`config.mk`:
```
export PLATFORM = sky130hd
export DESIGN_NAME = lcd_wave_render
export DESIGN_NICKNAME = d
export VERILOG_FILES = /design/src/rtl/lcd_wave_render_pkg.sv /design/src/rtl/lcd_grid_gen.sv /design/src/rtl/lcd_wave_render.sv
export SDC_FILE = /design/constraint.sdc
export NUM_CORES = 1
export LEC_CHECK = 0
export CORE_UTILIZATION = 50
export CTS_CLUSTER_DIAMETER = 120
export DETAILED_ROUTE_END_ITERATION = 16
export HOLD_SLACK_MARGIN = 0.08
export PLACE_DENSITY = 0.86
export SYNTH_ARGS = -nofsm -noshare
export SYNTH_HDL_FRONTEND = slang
export SYNTH_HIERARCHICAL = 1
export SYNTH_SLANG_ARGS = --single-unit
```
`constraint.sdc`:
```
create_clock -name lcd_clk -period 5.53 [get_ports lcd_clk]
set_clock_uncertainty 0.2 [all_clocks]
set_input_delay 1.106 -clock lcd_clk [delete_from_list [all_inputs] [get_ports lcd_clk]]
set_output_delay 1.106 -clock lcd_clk [all_outputs]
set_load 0.1 [all_outputs]
```
`src/rtl/lcd_wave_render_pkg.sv`:
```
// Shared LCD definitions: RGB565 colours, pixel width, default panel size and sample-to-row mapping.
package lcd_wave_render_pkg;

  localparam int PIX_W       = 16;
  localparam int H_VALID_DEF = 800;
  localparam int V_VALID_DEF = 480;

  localparam logic [PIX_W-1:0] RGB_BLACK  = 16'h0000;
  localparam logic [PIX_W-1:0] RGB_GREY   = 16'h4208;
  localparam logic [PIX_W-1:0] RGB_YELLOW = 16'hFFE0;

  // Larger samples sit higher on screen; 255 lands on y_offset, 0 lands on y_offset+255.
  function automatic logic [10:0] sample_row(input logic [10:0] y_offset, input logic [7:0] s);
    return y_offset + 11'd255 - {3'b000, s};
  endfunction

endpackage

```
`src/rtl/lcd_grid_gen.sv`:
```
// Graticule generator: gx/gy counters track x mod GRID_X and y mod GRID_Y without dividers.
// Combinational hit for the current S1 pixel; counters advance only on active pixels.
module lcd_grid_gen #(
  parameter int H_VALID = 800,
  parameter int V_VALID = 480,
  parameter int GRID_X  = 100,
  parameter int GRID_Y  = 60
)(
  input  logic        i_clk,
  input  logic        i_rst,
  input  logic        i_de,
  input  logic [10:0] i_x,
  input  logic [10:0] i_y,
  output logic        o_grid_hit
);

  localparam int GX_W = $clog2(GRID_X + 1);
  localparam int GY_W = $clog2(GRID_Y + 1);

  logic [GX_W-1:0] r_gx, w_gx;
  logic [GY_W-1:0] r_gy, w_gy;
  logic            w_last_col;

  // Line/frame starts override the stored count so stale state never leaks across lines.
  assign w_gx       = (i_x == 11'd0) ? '0 : r_gx;
  assign w_gy       = (i_y == 11'd0) ? '0 : r_gy;
  assign w_last_col = (i_x == 11'(H_VALID - 1));

  always_ff @(posedge i_clk or posedge i_rst) begin
    if (i_rst) begin
      r_gx <= '0;
      r_gy <= '0;
    end else if (i_de) begin
      r_gx <= (w_gx == GX_W'(GRID_X - 1)) ? '0 : w_gx + GX_W'(1);
      if (w_last_col)
        r_gy <= (w_gy == GY_W'(GRID_Y - 1)) ? '0 : w_gy + GY_W'(1);
    end
  end

  assign o_grid_hit = (w_gx == '0) || (w_gy == '0) || w_last_col ||
                      (i_y == 11'(V_VALID - 1));

endmodule

```
`src/rtl/lcd_wave_render.sv`:
```
// Scope pixel renderer: connected waveform trace over a graticule, RGB565 out.
// Fixed 2-cycle latency on rgb/hs/vs/de; no stalls, one pixel per clock.
module lcd_wave_render
  import lcd_wave_render_pkg::*;
#(
  parameter int               H_VALID  = H_VALID_DEF,
  parameter int               V_VALID  = V_VALID_DEF,
  parameter int               ADDR_W   = 10,
  parameter int               Y_OFFSET = 112,
  parameter int               GRID_X   = 100,
  parameter int               GRID_Y   = 60,
  parameter logic [PIX_W-1:0] C_BG     = RGB_BLACK,
  parameter logic [PIX_W-1:0] C_GRID   = RGB_GREY,
  parameter logic [PIX_W-1:0] C_WAVE   = RGB_YELLOW
)(
  input  logic              lcd_clk,
  input  logic              sys_rst,
  input  logic              hs_in,
  input  logic              vs_in,
  input  logic              h_de,
  input  logic              v_de,
  input  logic [10:0]       pixel_xpos,
  input  logic [10:0]       pixel_ypos,
  output logic [ADDR_W-1:0] ram_rd_addr,
  input  logic [7:0]        ram_rd_data,
  output logic              lcd_hs,
  output logic              lcd_vs,
  output logic              lcd_de,
  output logic [PIX_W-1:0]  lcd_rgb,
  output logic              frame_end
);

  logic        w_de_in;
  logic        r_de, r_hs, r_vs;
  logic [10:0] r_x, r_y, r_y_prev;
  logic [10:0] w_y_cur, w_y_ref, w_lo, w_hi;
  logic        w_trace_hit, w_grid_hit, w_last_pix;

  assign w_de_in     = h_de & v_de;
  assign ram_rd_addr = w_de_in ? pixel_xpos[ADDR_W-1:0] : '0;

  always_ff @(posedge lcd_clk or posedge sys_rst) begin
    if (sys_rst) begin
      r_de <= 1'b0;
      r_hs <= 1'b0;
      r_vs <= 1'b0;
      r_x  <= '0;
      r_y  <= '0;
    end else begin
      r_de <= w_de_in;
      r_hs <= hs_in;
      r_vs <= vs_in;
      r_x  <= pixel_xpos;
      r_y  <= pixel_ypos;
    end
  end

  // RAM data arriving now belongs to the column held in S1.
  assign w_y_cur     = sample_row(11'(Y_OFFSET), ram_rd_data);
  assign w_y_ref     = (r_x == 11'd0) ? w_y_cur : r_y_prev;
  assign w_lo        = (w_y_ref < w_y_cur) ? w_y_ref : w_y_cur;
  assign w_hi        = (w_y_ref < w_y_cur) ? w_y_cur : w_y_ref;
  assign w_trace_hit = (r_y >= w_lo) && (r_y <= w_hi);
  assign w_last_pix  = r_de && (r_x == 11'(H_VALID - 1)) && (r_y == 11'(V_VALID - 1));

  always_ff @(posedge lcd_clk or posedge sys_rst) begin
    if (sys_rst)
      r_y_prev <= '0;
    else if (r_de)
      r_y_prev <= w_y_cur;
  end

  lcd_grid_gen #(
    .H_VALID (H_VALID),
    .V_VALID (V_VALID),
    .GRID_X  (GRID_X),
    .GRID_Y  (GRID_Y)
  ) u_grid (
    .i_clk      (lcd_clk),
    .i_rst      (sys_rst),
    .i_de       (r_de),
    .i_x        (r_x),
    .i_y        (r_y),
    .o_grid_hit (w_grid_hit)
  );

  always_ff @(posedge lcd_clk or posedge sys_rst) begin
    if (sys_rst) begin
      lcd_hs    <= 1'b0;
      lcd_vs    <= 1'b0;
      lcd_de    <= 1'b0;
      lcd_rgb   <= '0;
      frame_end <= 1'b0;
    end else begin
      lcd_hs    <= r_hs;
      lcd_vs    <= r_vs;
      lcd_de    <= r_de;
      frame_end <= w_last_pix;
      if (!r_de)
        lcd_rgb <= '0;
      else if (w_trace_hit)
        lcd_rgb <= C_WAVE;
      else if (w_grid_hit)
        lcd_rgb <= C_GRID;
      else
        lcd_rgb <= C_BG;
    end
  end

endmodule

```
### Yosys cells after proc, flatten, opt, wreduce, memory -nomap -nowiden

Cells that the tools add are included.
W data, S select, Z words.

* output and inout port bits: 30
* register bits after elaboration: 69
* word-level logic and storage cells: 46

* equal/unequal tests: 4
* $lt $le $gt $ge: 3
* mux-type cells: 11
* add/subtract/negate cells: 3
* reductions and logical operators: 11
* bitwise logic cells: 1

Operators by type and width (number)
* $mux W11: 3
* $mux W16: 2
* $logic_not A11 Y1: 2
* $mux W15: 1
* $mux W7: 2
* $mux W6: 2
* $eq A11 B10 Y1 const B: 1
* $eq A11 B9 Y1 const B: 1
* $ge A11 B11 Y1: 1
* $le A11 B11 Y1: 1
* $lt A11 B11 Y1: 1
* $mux W10: 1
* $sub A9 B8 Y10 const A: 1
* $add A7 B1 Y7 const B: 1
* $eq A7 B7 Y1 const B: 1
* $logic_not A7 Y1: 1
* $add A6 B1 Y6 const B: 1
* $eq A6 B6 Y1 const B: 1
* $logic_not A6 Y1: 1
* $logic_and A1 B1 Y1: 3
* $logic_or A1 B1 Y1: 3
* $reduce_and A2 Y1: 1
* $and A1 B1 Y1: 1

### Longest topological paths before layout

Gate-level depths: netlist (run 1).

* depth in word-level cells: 9
* gate-level depth with buffers: 18
* mapped depth without buffers: 16

### Hierarchy

The synthesis (run 1) kept the hierarchy.

Modules (own cells, without submodules)
* lcd_wave_render: instances 1, cells an instance 214, area an instance 2309.7 um2
* lcd_grid_gen: instances 1, cells an instance 114, area an instance 955.9 um2

### Least setup slack after synthesis (run 1)

No wires, ideal clock.

* kind: input-to-reg
* from: input port ram_rd_data[4]
* to: register lcd_rgb[13]
* stages: 16
* library setup time: 0.067 ns
* arrival: 4.435 ns
* slack: 0.828 ns
* cell sequence: ha_1 -> xnor2_1 -> inv_1 -> o21ai_0 -> ha_1 -> o21ai_0 -> o21ai_1 -> a221oi_1 -> a31oi_1 -> buf_2 -> mux2i_1 -> ha_1 -> a2111o_1 -> or4_4 -> a22oi_2 -> and2_1

* cells in the longest elaborated chain, start to end: 8
* elaborated cells between the ends (all ways): 10
* those cells by class: 1 x add/sub; 3 x order compare; 5 x mux; 1 x reduce/logical

Ends and longest elaborated chain
* start: declaration: RTL line lcd_wave_render.sv:25 `input logic [7:0] ram_rd_data,`
* $sub A9 B8 Y10 (*): RTL line lcd_wave_render_pkg.sv:14 `return y_offset + 11'd255 - {3'b000, s};`
* $mux W11: RTL line lcd_wave_render.sv:60 `assign w_y_ref = (r_x == 11'd0) ? w_y_cur : r_y_prev;`
* $lt A11 B11 Y1: RTL line lcd_wave_render.sv:61, lcd_wave_render.sv:62
* $mux W11 (on tied branches): RTL line lcd_wave_render.sv:61, lcd_wave_render.sv:62
* $ge A11 B11 Y1 or $le A11 B11 Y1 (tied branches): RTL line lcd_wave_render.sv:63 `assign w_trace_hit = (r_y >= w_lo) && (r_y <= w_hi);`
* $logic_and A1 B1 Y1 (*): RTL line lcd_wave_render.sv:63
* $mux W16 (*): RTL line lcd_wave_render.sv:101 `else if (w_trace_hit)`
* $mux W16 (*): RTL line lcd_wave_render.sv:99 `if (!r_de)`
* end signal: assignment: RTL line lcd_wave_render.sv:100 `lcd_rgb <= '0;`
* end signal: assignment: RTL line lcd_wave_render.sv:102 `lcd_rgb <= C_WAVE;`
* end signal: assignment: RTL line lcd_wave_render.sv:104 `lcd_rgb <= C_GRID;`
* end: declaration: RTL line lcd_wave_render.sv:29 `output logic [PIX_W-1:0] lcd_rgb,`

Mark *: on every way between the ends. The rest lies on a longest branch, timed or not.
A chain may end at the register's enable or synchronous reset.

### Worst setup path in the final report (run 1)

Ends and elaborated chain as after synthesis.

==> results.md, run 1 <==
* Minimum clock period at between 5 and 6 ns
* Crit path buffers/inverters at 2
* CP max stage cell: clkdlybuf4s50_1
* Fin cells at about 460
* Starting Density at 51.72%
* Share of cells above drive strength 1 at 10.88%
* Sequential fraction of the synthesis area at between 40 and 50%
* Core region area at 6314 um2
* Synth top cells by count: 54 x dfrtp_1, 31 x ha_1, 24 x nand2_1
* I/O pin cnt at 66
* Final WL at 7384 um
* Worst vdd ir at 0.0001429 V
* Pleak at 1.812 nW
* Total gr overflow at 0
* CP arrival at 5.20 ns
* CP Launch Point: ram_rd_data[4]
* Die Y at 82.82 um
* Top FF cell, synth: dfrtp_1
* Worst-skew pair later-pin latency at 0.31 ns
* Relative slew slack at 23.32%
* GPL Wtd Cong at roughly 0.9
* DRC at 0
* TritonCTS Sinks at 54
* Largest fanout on the critical path at 6
* Hold_sp: r_hs
* CTS Buf Count at 5
* Via Count at 2768
* Status: completed
* Largest stage delay on the critical path at 0.55 ns
* Final hold vios at 0
* CTS Hold Bufs at 0
* Cell taking the most area after synthesis: dfrtp_1
* Fin crit share at between 90% and 100%
* Final setup violation count at 0
* Total GRT Usage at between 20 and 25%
* Final Net Count at 452
* Setup crit start kind: input pin
* Top cell type's share of synthesized area at 41.38%
* Hold Crit Class: register to register
* CP most frequent cell: ha_1
* Req. time, crit path at 5.58 ns
* Pwr Density at 285.4 nW/um2
* Drt first pass iters at 4
* P&R area growth vs syn at 22.41%
* Most common cell in the synthesized netlist: dfrtp_1
* Worst r2r src: r_x[0]
* Drt initial violations at 199
* Clock-pin slew on the worst setup and hold paths at roughly 0.09 ns
* Max Root-Sink Buffers at 2
* Vias per inst at about 6
* Async SR Flop Fraction at 100.0%
* Worst slew pin tran at 1.150 ns
* Initial antenna violation count at 0
* Std-Cell Rows at 29
* CTS H-Tree Depth at 2
* Fin Setup TNS at 0 ns
* Fin. max-slew vios at 0
* Placed Instances at about 460
* Worst path top cell family by delay: compound AO/OA/AOI/OAI gates
* Root buffer cell: clkbuf_8
* Register bit count reported by yosys at 54
* Worst setup EP type: register
* Vias in the first global route at 2787
* Post-route ant nets at 0
* Antenna cells at 0
* YS warnings at 6
* Die Wd at 82.82 um
* EDFF count, synth at 0
* Synthesized area per cell at 9.956 um2
* Routed WL per cell at 15.95 um
* # port buffers at 61
* Die Area at 6858 um2
* Fill cells at 525
* CP cell instances: clkdlybuf4s50_1 -> nand3_1 -> xnor2_1 -> inv_1 -> o21ai_0 -> ha_1 -> o21a_1 -> a221oi_2 -> a31oi_2 -> mux2i_1 -> ha_1 -> a2111o_1 -> or4_4 -> a22oi_2 -> and2_1
* First-pass GRT wire length at roughly 13000 um
* Synth top area cells: dfrtp_1 41%, ha_1 12%, mux2i_1 6.1%
* RSZ-0062 raised after global routing: false
* Setup CP Type: input pin to register
* TritonCTS clock tree: done
* Hold Slack at about 0.16 ns
* Final HPWL DP at between 5000 and 6000 um
* Largest net degree at the start of global routing at 41
* Distinct cells, synth at between 50 and 60
* Max Clk Rate at about 190 MHz
* Max Cap Violations at 0
* Post-Syn Instances at 328
* Mapped Area at approximately 3300 um2
[layer usage]
layer  part of all wire, %  track usage, %  vias to the layer above
li1                      -               -                     1307
met1                    43           29.50                     1306
met2                    48           38.45                      135
met3                   7.0           4.374                       20
met4                   2.2           7.994                        0
met5                     0               0                        -
[cells in the final DEF (no fill, tap or decap), types with 3 or more instances in the layout]
master	instances
a21oi_1	11
a31oi_1	4
and2_1	4
and3_1	12
buf_4	17
clkbuf_8	5
clkdlybuf4s50_1	51
conb_1	4
dfrtp_1	54
ha_1	31
inv_1	21
mux2_2	7
mux2i_1	20
nand2_1	24
nand3_1	12
nand4_1	12
nor2_1	14
nor3_1	5
nor4_1	9
o211ai_1	3
o21a_1	3
o21ai_0	17
or4_4	3
[flip-flops by register name, indices dropped and copies added, names as in the netlist]
name,cells
r_hs,1
u_grid/r_gy,6
frame_end,1
lcd_de,1
lcd_vs,1
lcd_rgb,3
u_grid/r_gx,7
r_vs,1
r_y_prev,9
r_y,11
lcd_hs,1
r_de,1
r_x,11
[where the power goes]
part	internal [mW]	leakage [nW]	switching [mW]
logic	0.163	1.12	0.235
clock network	0.135	0.0514	0.129
registers	0.432	0.645	0.0467
[cell families after synthesis]
| family | after synthesis | synth area share, % |
|---|---|---|
| AND/OR/NAND/NOR | 111 | 18.74 |
| other | 1 | 0.1148 |
| multiplexers | 28 | 8.889 |
| adder cells (fa/ha/maj) | 31 | 11.88 |
| AO/OA/AOI/OAI | 59 | 11.88 |
| buffers and inverters | 42 | 6.590 |
| XOR/XNOR | 2 | 0.5365 |
| flip-flops | 54 | 41.38 |
[per-stage QoR]
stage,worst slack [ns],util (%),instance area [um2],power (mW)
3_3_place_gp,0.1788,61.38,3875,0.8552
2_1_floorplan,0.8284,-,3277,0.7737
3_5_place_dp,0.02016,61.38,3875,0.8769
5_1_grt,0.06696,63.32,3998,1.209
4_1_cts,0.1840,63.12,3985,1.144
6_report,0.3719,63.32,3998,1.141
[what timing repair did]
action	in CTS	in global routing
buffers inserted	0	0
gates resized for setup	0	2
setup endpoints to repair	0	3
[final timing paths]
path | to | slack, ns | cells past startpoint
max in group asynchronous | r_y_prev[3] | 3.70 | 3
hold / removal | lcd_hs | 0.16 | 0
setup / recovery | lcd_rgb[13] | 0.37 | 15
setup reg to reg | lcd_rgb[13] | 0.79 | 16
min in group asynchronous | lcd_de | 0.76 | 2
hold reg to reg | lcd_hs | 0.16 | 0
[layout make-up]
type / instances / area [um2] / area share, %
multi-input cells: 235 / 1723 / 43.10
flip-flops and latches: 54 / 1351 / 33.80
well taps: 77 / 96.34 / 2.410
clock buffers: 6 / 72.57 / 1.815
repair buffers: 68 / 638.1 / 15.96
inverters: 21 / 78.83 / 1.972
clock inverters: 2 / 37.54 / 0.9390
(Power assumes the default switching activity.)
==> run 2: changes to the inputs <==
--- a/config.mk
+++ b/config.mk
@@ -6,6 +6,7 @@
 export NUM_CORES = 1
 export LEC_CHECK = 0
 export CORE_UTILIZATION = 50
+export CTS_BUF_LIST = sky130_fd_sc_hd__clkbuf_2 sky130_fd_sc_hd__clkbuf_4 sky130_fd_sc_hd__clkbuf_8
 export CTS_CLUSTER_DIAMETER = 120
 export DETAILED_ROUTE_END_ITERATION = 16
 export HOLD_SLACK_MARGIN = 0.08
==> constraint.sdc (replaced) <==
create_clock -name lcd_clk -period 4.8 [get_ports lcd_clk]
set_clock_uncertainty 0.2 [all_clocks]
set_input_delay 0.96 -clock lcd_clk [delete_from_list [all_inputs] [get_ports lcd_clk]]
set_output_delay 0.96 -clock lcd_clk [all_outputs]
set_load 0.1 [all_outputs]
==> results.md, run 2 (synthesized netlist as in run 1, its figures left out) <==
* Req. time, crit path at 4.84 ns (-0.74 ns)
* Die Area at 6858 um2 (unchanged)
* Worst vdd ir at 0.0002303 V (+61%)
* Pwr Density at 327.0 nW/um2 (+15%)
* Worst-skew pair later-pin latency at 0.30 ns (about the same)
* Worst Hold End: lcd_vs
* P&R area growth vs syn at 26.28%
* TritonCTS clock tree: done
* GPL Wtd Cong at 0.9224 (+3.6%)
* Setup crit start kind: input pin
* Post-route ant nets at 0 (unchanged)
* Total GRT Usage at 21.91% (-0.94 points)
* Internal power at 0.8655 mW (+18%)
* Clock share of power at 23.2% (about the same)
* Placed Instances at 462 (+1.5%)
* Final setup violation count at 0 (unchanged)
* Hold Slack at 0.1581 ns (+0.001643 ns)
* Setup CP Type: input pin to register
* Fin crit share at 96.56%
* Antenna cells at 0 (unchanged)
* Max Root-Sink Buffers at 2 (unchanged)
* Final Net Count at 460 (+1.8%)
* Switch share at 35.83% (-0.15 points)
* Drt first pass iters at 5 (+1)
* Die Y at 82.82 um (unchanged)
* First-pass GRT wire length at 12320 um (-2.8%)
* Combinational power share at 36.1% (+1.2 points)
* Clock-pin slew on the worst setup and hold paths at 0.10 ns (about the same)
* Commonest non-fill, non-tap cell in the layout: dfrtp_1
* Drt initial violations at 149 (-25%)
* Core region area at 6314 um2 (unchanged)
* Final hold vios at 0 (unchanged)
* Initial antenna violation count at 0 (unchanged)
* Hold Path Stages at 0 (unchanged)
* Relative slew slack at 25.16% (+1.8 points)
* # port buffers at 61 (unchanged)
* Regs by FF count: r_x (11), r_y (11), r_y_prev (9)
* Net Switching at 0.4832 mW (+18%)
* Layout Utilization at 65.32% (+2.0 points)
* Register-to-Register Path Depth at 17 (+1)
* Hold_sp: r_vs
* Fin. max-slew vios at 0 (unchanged)
* CTS H-Tree Depth at 2 (unchanged)
* I/O pin cnt at 66 (unchanged)
* Flop pwr share at 40.7% (-1.2 points)
* Via Count at 2746 (-0.79%)
* Die Wd at 82.82 um (unchanged)
* Max Cap Violations at 0 (unchanged)
* Std-Cell Rows at 29 (unchanged)
* Fin cells at 471 (+1.7%)
* Worst r2r dst: lcd_rgb[13]
* Final HPWL DP at 5463 um (-1.3%)
* Worst r2r src: r_x[5]
* Worst slew pin tran at 1.123 ns (-0.02761 ns)
* Max Clk Rate at about 220 MHz
* Status: completed
* Routed WL per cell at 15.46 um (-3.0%)
* Root buffer cell: clkbuf_8
* Most frequent cells in the layout: 54 x dfrtp_1, 49 x clkdlybuf4s50_1, 30 x ha_1, 25 x buf_4, 24 x nand2_1
* Largest fanout on the critical path at 4 (-2)
* DRC at 0 (unchanged)
* Final WL at 7283 um (-1.4%)
* Largest net degree at the start of global routing at 41 (unchanged)
* Worst setup EP type: register
* Total gr overflow at 0 (unchanged)
* Flop-to-flop setup slack at 0.33 ns (-0.46 ns)
* Hold Crit Class: register to register
* Starting Density at 51.72% (unchanged)
* CTS Buf Count at 5 (unchanged)
* Share of cells above drive strength 1 at 15.23% (+4.3 points)
* Pleak at 1.888 nW (+4.2%)
* CP arrival at 4.67 ns (-0.53 ns)
* CTS Hold Bufs at 0 (unchanged)
* Minimum clock period at 4.635 ns
* TritonCTS Sinks at 54 (unchanged)
* Fin Setup TNS at 0 ns (unchanged)
* Vias in the first global route at 2714 (-2.6%)
* Vias per inst at 5.830 (-2.5%)
run 2: changes by cell type in the layout (fill, tap and decap cells not counted), sizes merged:
cell,delta
buf,+8
dlymetal6s2s,+2
clkdlybuf4s50,-2
run 2: how the worst max path moves through the flow:
stage,start,slack (ns),end
final,ram_rd_data[6],0.17,lcd_rgb[13]
after detailed placement,ram_rd_data[4],-0.39,lcd_rgb[13]
after global routing,ram_rd_data[6],-0.005,lcd_rgb[13]
after global placement,ram_rd_data[4],-0.21,lcd_rgb[13]
after floorplan,ram_rd_data[4],0.24,lcd_rgb[13]
after CTS,ram_rd_data[4],0.03,lcd_rgb[13]
run 2: stage by stage:
| step | power, mW | setup slack (ns) | area [um2] |
|---|---|---|---|
| 4_1_cts | 1.340 | 0.03050 | 4054 |
| 3_5_place_dp | 1.023 | -0.3935 | 3928 |
| 6_report | 1.349 | 0.1650 | 4124 |
| 2_1_floorplan | 0.8914 | 0.2444 | 3277 |
| 5_1_grt | 1.425 | -0.005168 | 4124 |
| 3_3_place_gp | 0.9957 | -0.2121 | 3928 |
run 2: area by class of cell:
type                    instances  area, um2
multi-input cells             235       1780
repair buffers                 76      703.2
inverters                      21      78.83
fillers                       491       2190
clock buffers                   6      76.32
well taps                      77      96.34
clock inverters                 2      37.54
flip-flops and latches         54       1351
run 2: timing repair:
| action | in CTS | in global routing |
|---|---|---|
| endpoints found under the setup margin | 3 | 3 |
| buffers inserted | 0 | 1 |
| pin swaps | 0 | 4 |
| gates resized for setup | 2 | 16 |
| hold endpoints to repair | 0 | 0 |
run 2: per-layer routing:
metal	global-route usage [%]	wire length [um]
met1	29.25	3235
met2	36.59	3558
met3	3.777	388
met4	6.583	101
met5	0	0
run 2: worst max-delay path, cell delays in order:
cell and delay, ns:
clkdlybuf4s50_1 0.45, buf_4 0.17, xnor2_2 0.17, inv_1 0.08
o21ai_1 0.12, ha_1 0.25, o21ai_1 0.10, o21ai_1 0.09
a221oi_2 0.33, a31oi_2 0.12, mux2i_1 0.16, ha_1 0.33
a2111o_1 0.40, or4_4 0.52, a22oi_2 0.25, and2_1 0.16
run 2: power by group through the flow:
stage / Clock, mW / Sequential (mW) / Combinational [mW]
3_5_place_dp: 0 / 0.556 / 0.467
4_1_cts: 0.318 / 0.547 / 0.475
6_report: 0.313 / 0.549 / 0.487
5_1_grt: 0.336 / 0.556 / 0.533
3_3_place_gp: 0 / 0.553 / 0.442
2_1_floorplan: 0 / 0.562 / 0.330
